[config.mk]
export PLATFORM = sky130hd
export DESIGN_NAME = approx_adder_rr_arbiter
export DESIGN_NICKNAME = d
export VERILOG_FILES = /design/src/rtl/approx_adder_rr_arbiter.sv
export SDC_FILE = /design/constraint.sdc
export NUM_CORES = 1
export LEC_CHECK = 0
export ABC_AREA = 1
export CORE_UTILIZATION = 44
export CTS_CLUSTER_SIZE = 30
export DETAILED_ROUTE_END_ITERATION = 7
export PLACE_DENSITY = 0.81
export SLEW_MARGIN = 20
export SYNTH_ARGS = -nofsm -noshare
export SYNTH_HDL_FRONTEND = slang
export SYNTH_SLANG_ARGS = --single-unit
export TNS_END_PERCENT = 10
[constraint.sdc]
create_clock -name clk -period 1.45 [get_ports clk]
set_input_delay 0.29 -clock clk [delete_from_list [all_inputs] [get_ports clk]]
set_output_delay 0.29 -clock clk [all_outputs]
set_load 0.01 [all_outputs]
[src/rtl/approx_adder_rr_arbiter.sv]
// Round-robin front end sharing one external combinational approximate adder
// between two valid/ready requesters; operands and mask are registered toward the adder.
module approx_adder_rr_arbiter #(
   parameter int unsigned WIDTH    = 16,
   parameter int unsigned MASK_W   = 3,
   parameter int unsigned MASK_MAX = 7,
   parameter int unsigned CNT_W    = 16
) (
   input  logic              clk,
   input  logic              rst_n,
   input  logic              req0_valid,
   output logic              req0_ready,
   input  logic [WIDTH-1:0]  req0_in1,
   input  logic [WIDTH-1:0]  req0_in2,
   input  logic [MASK_W-1:0] req0_mask,
   output logic              rsp0_valid,
   input  logic              rsp0_ready,
   output logic [WIDTH-1:0]  rsp0_sum,
   input  logic              req1_valid,
   output logic              req1_ready,
   input  logic [WIDTH-1:0]  req1_in1,
   input  logic [WIDTH-1:0]  req1_in2,
   input  logic [MASK_W-1:0] req1_mask,
   output logic              rsp1_valid,
   input  logic              rsp1_ready,
   output logic [WIDTH-1:0]  rsp1_sum,
   output logic [WIDTH-1:0]  add_in1,
   output logic [WIDTH-1:0]  add_in2,
   output logic [MASK_W-1:0] add_mask,
   input  logic [WIDTH-1:0]  add_out,
   output logic [CNT_W-1:0]  gnt_cnt0,
   output logic [CNT_W-1:0]  gnt_cnt1,
   output logic              busy
);

   typedef enum logic [1:0] {IDLE, EXEC, RESP} state_t;

   state_t            state;
   logic              last_grant;
   logic              gnt_id;
   logic              win0;
   logic              win1;
   logic [MASK_W-1:0] mask_sel;
   logic [MASK_W-1:0] mask_clamped;

   // Requester 0 wins alone or when both are valid and 1 was served last.
   always_comb begin
      win0 = 1'b0;
      win1 = 1'b0;
      if (state == IDLE) begin
         if (req0_valid && (!req1_valid || last_grant))
            win0 = 1'b1;
         else if (req1_valid)
            win1 = 1'b1;
      end
      mask_sel     = win1 ? req1_mask : req0_mask;
      mask_clamped = (32'(mask_sel) > MASK_MAX) ? MASK_W'(MASK_MAX) : mask_sel;
   end

   assign req0_ready = win0;
   assign req1_ready = win1;

   always_ff @(posedge clk or negedge rst_n) begin
      if (!rst_n) begin
         state      <= IDLE;
         last_grant <= 1'b1;
         gnt_id     <= 1'b0;
         add_in1    <= '0;
         add_in2    <= '0;
         add_mask   <= '0;
         rsp0_sum   <= '0;
         rsp1_sum   <= '0;
         rsp0_valid <= 1'b0;
         rsp1_valid <= 1'b0;
         gnt_cnt0   <= '0;
         gnt_cnt1   <= '0;
         busy       <= 1'b0;
      end else begin
         case (state)
            IDLE: begin
               if (win0 || win1) begin
                  add_in1    <= win1 ? req1_in1 : req0_in1;
                  add_in2    <= win1 ? req1_in2 : req0_in2;
                  add_mask   <= mask_clamped;
                  gnt_id     <= win1;
                  last_grant <= win1;
                  if (win1)
                     gnt_cnt1 <= gnt_cnt1 + CNT_W'(1);
                  else
                     gnt_cnt0 <= gnt_cnt0 + CNT_W'(1);
                  state      <= EXEC;
                  busy       <= 1'b1;
               end
            end
            EXEC: begin
               if (gnt_id) begin
                  rsp1_sum   <= add_out;
                  rsp1_valid <= 1'b1;
               end else begin
                  rsp0_sum   <= add_out;
                  rsp0_valid <= 1'b1;
               end
               state <= RESP;
            end
            RESP: begin
               if (gnt_id ? rsp1_ready : rsp0_ready) begin
                  rsp0_valid <= 1'b0;
                  rsp1_valid <= 1'b0;
                  state      <= IDLE;
                  busy       <= 1'b0;
               end
            end
            default: begin
               state <= IDLE;
               busy  <= 1'b0;
            end
         endcase
      end
   end

endmodule
==> flow_summary.toml <==
[timing]
fmax_mhz = 649
rsz0062_at_grt = "true"
setup_viol = 19
hold_viol = 0
slew_violations = 0
clock_skew_ps = 3.59
tns_ps = -429
worst_slack_ps = -90.3
relSlewSlack_pct = 71.0
tightest_slew_ps = 435
layout_min_cycle_time_ps = 1540
finalCritPeriodShare_pct = 106

[place]
place.gp.congestion = 0.834
dp.final_hpwl_um = 9740
io_buffers = 195

[logic_synthesis]
synth.distinct_cells = 28
synth-edff-count = 0
yosys_register_bits = 106
synth_flop_cell = "dfrtp_1"
yosys-top-cells-count = "nand2_1, dfrtp_1, inv_1, o21ai_0, o21ai_1"
synth_top_area_share_pct = 52.2
synth_most_common_cell = "nand2_1"
synth_area_per_cell_um2 = 7.96
syn_nets = 726
synth_top_area_cell = "dfrtp_1"
synth_warnings = 0
synth.area.top_cells = "dfrtp_1, nand2_1, o21ai_0"
syn_inst = 632
synthArstFlopShare_pct = 100
ys_seq_area_share_pct = 52.7
synth_area_mm2 = 0.00503

[cells_and_area]
antennaDiodeCount = 0
nets = 942
areaGrowthSynthToFinish_pct = 53.1
drive_above_1_share_pct = 9.74

[die]
coreArea_mm2 = 0.0110
die_w_um = 109
start_util_pct = 45.8
die_h_um = 109
dieArea_mm2 = 0.0119
rows = 38
ios = 196

[grt]
grtUsageTotal_pct = 22.6
grt_pass1_wl_um = 20900
antenna_found_initial = 0
first_global_vias = 4549
grt_overflow_total = 0
grt_max_degree = 66

[setup_path]
start_kind = "primary input"
worstPathRequired_ps = 1160
cp-end-kind = "output pin"
cp_max_fo = 2
path_class = "primary input to output pin"
worstPathArrival_ps = 1250

[power]
power_mw = 13.9
ir_worst_vdd_uv = 949
powerDensity_mw_per_mm2 = 1800
power_leakage_nw = 3.94

[routing]
vias = 4927
antenna_left = 0
first_iter_violations = 258
drc = 0
vias_per_cell = 4.97
wl_per_cell_um = 14.0
first_pass_iters = 4
wl_um = 13900

[min_path]
hold_class = "primary input to asynchronous set/reset pin"

[clock_network]
numCtsBuffers = 9
cts-htree-levels = 3
cts_tree = "yes"
cts.sinks = 106
clkLatencyLatePin_ps = 340
cts-root-buf = "clkbuf_16"
path_clk_slew_ps = 70
clk_path_buf_depth = 2

[status]
violations = "setup timing"
outcome = "finished, violations left"

[job]
max-cap-violations = 0
per-stage QoR:
step / area, µm² / util, % / setup WS, ps / std cells / hold slack, ps
CTS: 7480 / 68.1 / -133 / 985 / 441
finish: 7700 / 70.2 / -90.3 / 992 / 432
floorplan: 5030 / - / 118 / 632 / -5.59
global route: 7700 / 70.2 / -135 / 992 / 470
global placement: 7250 / 66.0 / -420 / 964 / 257
detailed placement: 7250 / 66.0 / -434 / 964 / 265
registers in the layout, indices dropped and copies added (netlist names):
name / count
add_in1: 16
add_in2: 16
gnt_cnt0: 16
gnt_cnt1: 16
rsp0_sum: 16
rsp1_sum: 16
add_mask: 3
state: 2
busy: 1
gnt_id: 1
last_grant: 1
rsp0_valid: 1
rsp1_valid: 1
final cells by class:
class / count / area, µm²
clock inverter: 5 / 55.1
tap: 140 / 175
multi-input combinational: 417 / 1960
sequential: 106 / 2660
fill: 867 / 3280
timing repair buffer: 230 / 2290
inverter: 84 / 323
clock buffer: 10 / 239
routing by layer:
metal / up-vias / global-route usage, % / wire length, µm
met4: 0 / 9.27 / 325
met2: 197 / 39.5 / 7120
li1: 2401 / - / -
met1: 2303 / 25.7 / 5380
met3: 26 / 6.69 / 1060
met5: - / 0 / 0
cell families (layout without fill, tap and decap cells):
kind of cell    Yosys count  count (layout)  share of synthesized area, %
buf+inv                 109             329                          9.27
xor+xnor                 16              16                          2.78
simple gates            280             280                          22.8
fa+ha+maj                 2               2                         0.497
flops                   106             106                          52.7
compound gates          119             119                          12.0
layout by cell type (no fill, tap or decap), drive strengths merged, types with 7 or more instances in the layout:
cell             n
clkbuf          15
o21ai          116
inv             84
nand2          210
nand4           11
buf             32
nor2            40
xor2             9
nand3           15
clkdlybuf4s50   90
dlygate4sd2    101
xnor2            7
dfrtp          105
worst paths after layout:
check / start / to / slack (ps) / depth (start not counted)
max in group asynchronous: rst_n / rsp1_sum[4] / 470 / 3
worst min-delay path: rst_n / gnt_cnt0[5] / 430 / 2
worst max-delay path: req1_valid / req1_ready / -90 / 5
worst max register to register: last_grant / add_in1[4] / -30 / 8
min in group clk: busy / busy / 480 / 2
worst min register to register: busy / busy / 480 / 2
what timing repair did:
action,CTS,global route
endpoints found under the hold margin,26,0
hold buffers,1,0
pin swaps,1,2
setup endpoints to repair,140,49
resized for setup,120,45
setup buffers,5,1
gates cloned,0,6
power by group:
group | internal [mW] | switching, mW
Clock | 1.37 | 1.05
Combinational | 3.03 | 3.37
Sequential | 4.20 | 0.833
critical path: stages:
cell and delay (ps):
clkdlybuf4s50_1 480, a21boi_2 230, nand2_4 90, inv_2 70, buf_6 90
(Power assumes the default switching activity.)
